===== src/rtl/multicycle_control_fsm.sv =====
// multicycle_control_fsm: main control sequencer for the multicycle RISC datapath.
// Walks FETCH/DECODE/execute/memory/writeback and drives every datapath select and
// strobe. Control fields are registered alongside the state (decoded from the next
// state), so each output comes straight from a flop. The exceptions are the
// reset gating and the terms that depend on this cycle's inputs: the branch
// pc_write = zero, illegal_op in DECODE, and the mem_ready handshake.
// Build option: define MEM_WAIT_EN to make FETCH, MEM_READ and MEM_WRITE hold
// until mem_ready is high. Left undefined, mem_ready is ignored.
module multicycle_control_fsm #(
    parameter logic [5:0] OP_RTYPE = 6'h00,
    parameter logic [5:0] OP_LW    = 6'h23,
    parameter logic [5:0] OP_SW    = 6'h2B,
    parameter logic [5:0] OP_BEQ   = 6'h04,
    parameter logic [5:0] OP_J     = 6'h02,
    parameter logic [5:0] OP_ADDI  = 6'h08
) (
    input  logic       clk,
    input  logic       rst,
    input  logic [5:0] opcode,
    input  logic       zero,
    input  logic       mem_ready,
    output logic       pc_write,
    output logic       i_or_d,
    output logic       mem_read,
    output logic       mem_write,
    output logic       ir_write,
    output logic       reg_dst,
    output logic       mem_to_reg,
    output logic       reg_write,
    output logic       alu_src_a,
    output logic [1:0] alu_src_b,
    output logic [1:0] alu_op,
    output logic [1:0] pc_source,
    output logic       instr_done,
    output logic       illegal_op,
    output logic [3:0] state
);

    typedef enum logic [3:0] {
        S_FETCH     = 4'd0,
        S_DECODE    = 4'd1,
        S_MEM_ADDR  = 4'd2,
        S_MEM_READ  = 4'd3,
        S_MEM_WB    = 4'd4,
        S_MEM_WRITE = 4'd5,
        S_EXECUTE   = 4'd6,
        S_ALU_WB    = 4'd7,
        S_BRANCH    = 4'd8,
        S_JUMP      = 4'd9,
        S_ADDI_EX   = 4'd10,
        S_ADDI_WB   = 4'd11
    } state_t;

    // pc_write_br is the conditional (zero-qualified) PC load used by BRANCH;
    // mem_wait marks states that must complete a memory handshake.
    typedef struct packed {
        logic       pc_write;
        logic       pc_write_br;
        logic       i_or_d;
        logic       mem_read;
        logic       mem_write;
        logic       ir_write;
        logic       reg_dst;
        logic       mem_to_reg;
        logic       reg_write;
        logic       alu_src_a;
        logic [1:0] alu_src_b;
        logic [1:0] alu_op;
        logic [1:0] pc_source;
        logic       instr_done;
        logic       mem_wait;
    } ctrl_t;

    function automatic ctrl_t decode(input state_t s);
        ctrl_t c;
        c = '0;
        case (s)
            S_FETCH: begin
                c.mem_read  = 1'b1;
                c.ir_write  = 1'b1;
                c.pc_write  = 1'b1;
                c.alu_src_b = 2'b01;
                c.mem_wait  = 1'b1;
            end
            // Branch target (PC+4 + offset<<2) is precomputed into ALUOut here.
            S_DECODE:   c.alu_src_b = 2'b11;
            S_MEM_ADDR, S_ADDI_EX: begin
                c.alu_src_a = 1'b1;
                c.alu_src_b = 2'b10;
            end
            S_MEM_READ: begin
                c.mem_read = 1'b1;
                c.i_or_d   = 1'b1;
                c.mem_wait = 1'b1;
            end
            S_MEM_WRITE: begin
                c.mem_write  = 1'b1;
                c.i_or_d     = 1'b1;
                c.instr_done = 1'b1;
                c.mem_wait   = 1'b1;
            end
            S_MEM_WB: begin
                c.reg_write  = 1'b1;
                c.mem_to_reg = 1'b1;
                c.instr_done = 1'b1;
            end
            S_EXECUTE: begin
                c.alu_src_a = 1'b1;
                c.alu_op    = 2'b10;
            end
            S_ALU_WB: begin
                c.reg_write  = 1'b1;
                c.reg_dst    = 1'b1;
                c.instr_done = 1'b1;
            end
            S_ADDI_WB: begin
                c.reg_write  = 1'b1;
                c.instr_done = 1'b1;
            end
            S_BRANCH: begin
                c.alu_src_a   = 1'b1;
                c.alu_op      = 2'b01;
                c.pc_source   = 2'b01;
                c.pc_write_br = 1'b1;
                c.instr_done  = 1'b1;
            end
            S_JUMP: begin
                c.pc_source  = 2'b10;
                c.pc_write   = 1'b1;
                c.instr_done = 1'b1;
            end
            default: c = '0;
        endcase
        return c;
    endfunction

    state_t cur, nxt;
    ctrl_t  ctrl_q;
    logic   mem_go;
    logic   hs_ok;
    logic   known_op;

`ifdef MEM_WAIT_EN
    assign mem_go = mem_ready;
`else
    logic unused_mem_ready;
    assign mem_go           = 1'b1;
    assign unused_mem_ready = mem_ready;
`endif

    assign known_op = (opcode == OP_RTYPE) || (opcode == OP_LW) || (opcode == OP_SW) ||
                      (opcode == OP_BEQ)   || (opcode == OP_J)  || (opcode == OP_ADDI);

    // Next-state selection; memory states only advance once the handshake completes.
    always_comb begin
        nxt = cur;
        case (cur)
            S_FETCH:     if (mem_go) nxt = S_DECODE;
            S_DECODE: begin
                case (opcode)
                    OP_LW, OP_SW: nxt = S_MEM_ADDR;
                    OP_RTYPE:     nxt = S_EXECUTE;
                    OP_BEQ:       nxt = S_BRANCH;
                    OP_J:         nxt = S_JUMP;
                    OP_ADDI:      nxt = S_ADDI_EX;
                    default:      nxt = S_FETCH;
                endcase
            end
            S_MEM_ADDR:  nxt = (opcode == OP_LW) ? S_MEM_READ : S_MEM_WRITE;
            S_MEM_READ:  if (mem_go) nxt = S_MEM_WB;
            S_MEM_WB:    nxt = S_FETCH;
            S_MEM_WRITE: if (mem_go) nxt = S_FETCH;
            S_EXECUTE:   nxt = S_ALU_WB;
            S_ALU_WB:    nxt = S_FETCH;
            S_BRANCH:    nxt = S_FETCH;
            S_JUMP:      nxt = S_FETCH;
            S_ADDI_EX:   nxt = S_ADDI_WB;
            S_ADDI_WB:   nxt = S_FETCH;
            default:     nxt = S_FETCH;
        endcase
    end

    // State and control-field registers; fields are decoded from the state being entered.
    always_ff @(posedge clk) begin
        if (rst) begin
            cur    <= S_FETCH;
            ctrl_q <= decode(S_FETCH);
        end else begin
            cur    <= nxt;
            ctrl_q <= decode(nxt);
        end
    end

    // Completion-qualified strobes only fire in the cycle the memory handshake finishes.
    assign hs_ok = ~ctrl_q.mem_wait | mem_go;

    // Reset forces every strobe and select low, aborting the instruction in flight.
    assign pc_write   = ~rst & ((ctrl_q.pc_write & hs_ok) | (ctrl_q.pc_write_br & zero));
    assign ir_write   = ~rst & ctrl_q.ir_write & hs_ok;
    assign instr_done = ~rst & ctrl_q.instr_done & hs_ok;
    assign i_or_d     = ~rst & ctrl_q.i_or_d;
    assign mem_read   = ~rst & ctrl_q.mem_read;
    assign mem_write  = ~rst & ctrl_q.mem_write;
    assign reg_dst    = ~rst & ctrl_q.reg_dst;
    assign mem_to_reg = ~rst & ctrl_q.mem_to_reg;
    assign reg_write  = ~rst & ctrl_q.reg_write;
    assign alu_src_a  = ~rst & ctrl_q.alu_src_a;
    assign alu_src_b  = rst ? 2'b00 : ctrl_q.alu_src_b;
    assign alu_op     = rst ? 2'b00 : ctrl_q.alu_op;
    assign pc_source  = rst ? 2'b00 : ctrl_q.pc_source;
    assign illegal_op = ~rst & (cur == S_DECODE) & ~known_op;
    assign state      = cur;

endmodule


===== config.mk =====
export PLATFORM = sky130hd
export DESIGN_NAME = multicycle_control_fsm
export DESIGN_NICKNAME = d
export VERILOG_FILES = /design/src/rtl/multicycle_control_fsm.sv
export SDC_FILE = /design/constraint.sdc
export NUM_CORES = 1
export LEC_CHECK = 0
export BUFFER_PORTS_ARGS = -buffer_cell sky130_fd_sc_hd__buf_2
export CAP_MARGIN = 25
export CORE_UTILIZATION = 48
export DETAILED_ROUTE_END_ITERATION = 10
export GPL_TIMING_DRIVEN = 0
export PLACE_DENSITY = 0.77
export SYNTH_ARGS = -nofsm -noshare
export SYNTH_HDL_FRONTEND = slang
export SYNTH_SLANG_ARGS = --single-unit

===== constraint.sdc =====
create_clock -name clk -period 2.6 [get_ports clk]
set_input_delay 0.65 -clock clk [delete_from_list [all_inputs] [get_ports clk]]
set_output_delay 0.65 -clock clk [all_outputs]
set_load 0.01 [all_outputs]

==> results.json <==
{
  "total_power_uw": 521,
  "die_h_um": 45.7,
  "r2r_start": "state[0]",
  "h-tree-depth": 1,
  "antenna_found_initial": 0,
  "core_area_um2": 1760,
  "rsz0062_at_grt": "false",
  "cts_tree": "yes",
  "path_class": "reg2out",
  "slowest_stage": "or4b_4",
  "final.min_clock_period_ns": 2.36,
  "clockRootBuffer": "clkbuf_4",
  "reg2reg_to": "ctrl_q[17]",
  "grt_pass1_vias": 743,
  "slew_viol_final": 0,
  "synthToLayoutAreaGrowth_pct": 21.7,
  "peakVddDrop_mv": 0.293,
  "rows": 15,
  "start_util": 0.521,
  "slowest_delay_ns": 0.52,
  "syn_avg_cell_area_um2": 8.50,
  "tightest_slew_ns": 0.963,
  "worstPathCellList": "or4b_4 -> nor2_1 -> nand2_1 -> a21oi_1 -> buf_2",
  "drt_iter0_drc": 30,
  "syn-cell-area_um2": 918,
  "vias": 885,
  "place_congestion": 0.848,
  "syn_inst": 108,
  "synth_cell_types": 38,
  "min_path_cells": 1,
  "p_leak_nw": 0.510,
  "antenna_cells": 0,
  "path_buf_inv": 1,
  "io_pins": 31,
  "ys.warnings.count": 0,
  "crit_family": "simple AND/OR/NAND/NOR gates",
  "vias_per_cell": 5.36,
  "outcome": "finished clean",
  "maxCapViolations": 0,
  "hp-class": "reg2reg",
  "path_clk_slew_ns": 0.11,
  "postCtsResizedCells": 0,
  "grt_pass1_wl_um": 2840,
  "ant_nets": 0,
  "fin_skew_ns": 0.00435,
  "ys_seq_area_frac": 0.414,
  "grt_overflow_total": 0,
  "start_kind": "flop",
  "grt_max_degree": 12,
  "post_cts_hold_buffer_count": 0,
  "worstSetupEndpointType": "output port",
  "cts_sinks": 19,
  "setup_tns_ns": 0,
  "crit_required_ns": 1.95,
  "setup_viol": 0,
  "slew_headroom": 0.350,
  "fin_crit_sh": 0.907,
  "cts_buffers": 3,
  "worst-path-max-fanout": 9,
  "drc": 0,
  "reg2regPathDepth": 5,
  "cts_setup_buffers": 0,
  "io_buffers": 28,
  "track_usage": 0.184,
  "drive_gt1_frac": 0.329,
  "min_to": "ctrl_q[6]",
  "power_density_nw_per_um2": 466,
  "hold_viol": 0,
  "die_x_um": 45.7,
  "reg2reg_slack_ns": 0.40,
  "drtPass1Iterations": 4,
  "syn_nets": 118,
  "yosys_register_bits": 19,
  "routed_wl_um": 1830,
  "wl_per_cell_um": 11.1,
  "die-area_um2": 2090,
  "hp-start": "state[0]",
  "ctsLongestPathBuffers": 2,
  "max_freq_ghz": 0.424,
  "nets": 151,
  "worst-endpoint-arrival_ns": 1.71,
  "clk_latency_ns": 0.29,
  "dp_hpwl_um": 1400
}
[logic make-up (layout without fill, tap and decap cells)]
logic type	count (synthesis)	after routing	synth area share
AOI/OAI and AO/OA	25	25	0.207
and+or+nand+nor	53	53	0.315
buffers and inverters	10	42	0.0545
xor gates and xnor gates	1	1	0.00954
DFF	19	19	0.414
[flip-flops by register name, summed over array words and instances (netlist names)]
signal,cells
state,4
ctrl_q,15
[metrics by stage]
step | hold slack [ns] | cell area (um2) | instances | setup slack (ns) | util
after floorplan | 0.539 | 918 | 108 | 0.429 | -
after CTS | 0.584 | 1120 | 165 | 0.246 | 0.633
final | 0.587 | 1120 | 165 | 0.242 | 0.633
after global placement | 0.557 | 1090 | 161 | 0.143 | 0.618
after detailed placement | 0.557 | 1090 | 161 | 0.152 | 0.618
after global routing | 0.627 | 1120 | 165 | 0.147 | 0.633
[cells in the mapped netlist, drive strengths merged]
| master | n | area [um2] |
|---|---|---|
| a2111o | 1 | 11.3 |
| a211o | 1 | 8.76 |
| and2 | 3 | 22.5 |
| o211ai | 1 | 7.51 |
| or3 | 3 | 20.0 |
| o311ai | 1 | 8.76 |
| nor2 | 13 | 48.8 |
| a31oi | 1 | 6.26 |
| or4b | 1 | 13.8 |
| buf | 4 | 27.5 |
| or2 | 2 | 12.5 |
| o32a | 2 | 21.3 |
| clkbuf | 3 | 11.3 |
| a41oi | 1 | 8.76 |
| xor2 | 1 | 8.76 |
| nor4 | 2 | 12.5 |
| dfxtp | 19 | 380 |
| a21oi | 7 | 35.0 |
| o21ai | 4 | 20.0 |
| a21boi | 2 | 26.3 |
| nand2 | 5 | 18.8 |
| nor2b | 14 | 87.6 |
| a31o | 1 | 8.76 |
| a21bo | 2 | 20.0 |
| o31ai | 1 | 7.51 |
| inv | 3 | 11.3 |
| nand3 | 2 | 10.0 |
| nand2b | 2 | 12.5 |
| nor3 | 6 | 30.0 |
[per-layer routing]
| metal | vias to the layer above | wire (um) | global-route usage | part of all wire |
|---|---|---|---|---|
| met5 | - | 0 | 0 | 0 |
| met4 | 0 | 14 | 0.0353 | 0.0076 |
| met3 | 4 | 143 | 0.0357 | 0.078 |
| met2 | 46 | 923 | 0.349 | 0.50 |
| met1 | 398 | 751 | 0.212 | 0.41 |
| li1 | 437 | - | - | - |
[layout by cell type (no fill, tap or decap), types with 3 or more instances in the layout]
cell type	instances
nor3_1	6
clkbuf_4	3
buf_2	29
a21oi_1	7
nor2b_1	14
nand2_1	5
clkbuf_1	3
inv_1	3
dfxtp_1	19
o21ai_0	3
nor2_1	13
[area by class of cell]
class,count,area (um2)
Sequential cell,19,380
Inverter,3,11.3
Timing Repair Buffer,28,140
Clock inverter,1,5.00
Fill cell,179,647
Buffer,7,38.8
Tap cell,25,31.3
Multi-Input combinational cell,79,488
Clock buffer,3,22.5
[worst max-delay path by stage]
stage               startpoint          to  slack [ns]  depth (start not counted)
floorplan            opcode[1]  ctrl_q[17]        0.43                          5
global placement     opcode[3]   ctrl_q[6]        0.14                          6
detailed placement   opcode[3]   ctrl_q[1]        0.15                          6
CTS                   state[0]  illegal_op        0.25                          5
global route          state[0]  illegal_op        0.15                          5
finish                state[0]  illegal_op        0.24                          5
[power by group]
part / leakage [nW] / internal [mW] / switching [mW]
Sequential: 0.155 / 0.300 / 0.00474
Clock: 0.0177 / 0.0572 / 0.0881
Combinational: 0.337 / 0.0318 / 0.0396
Note: power is estimated with default switching activity, not from simulation.
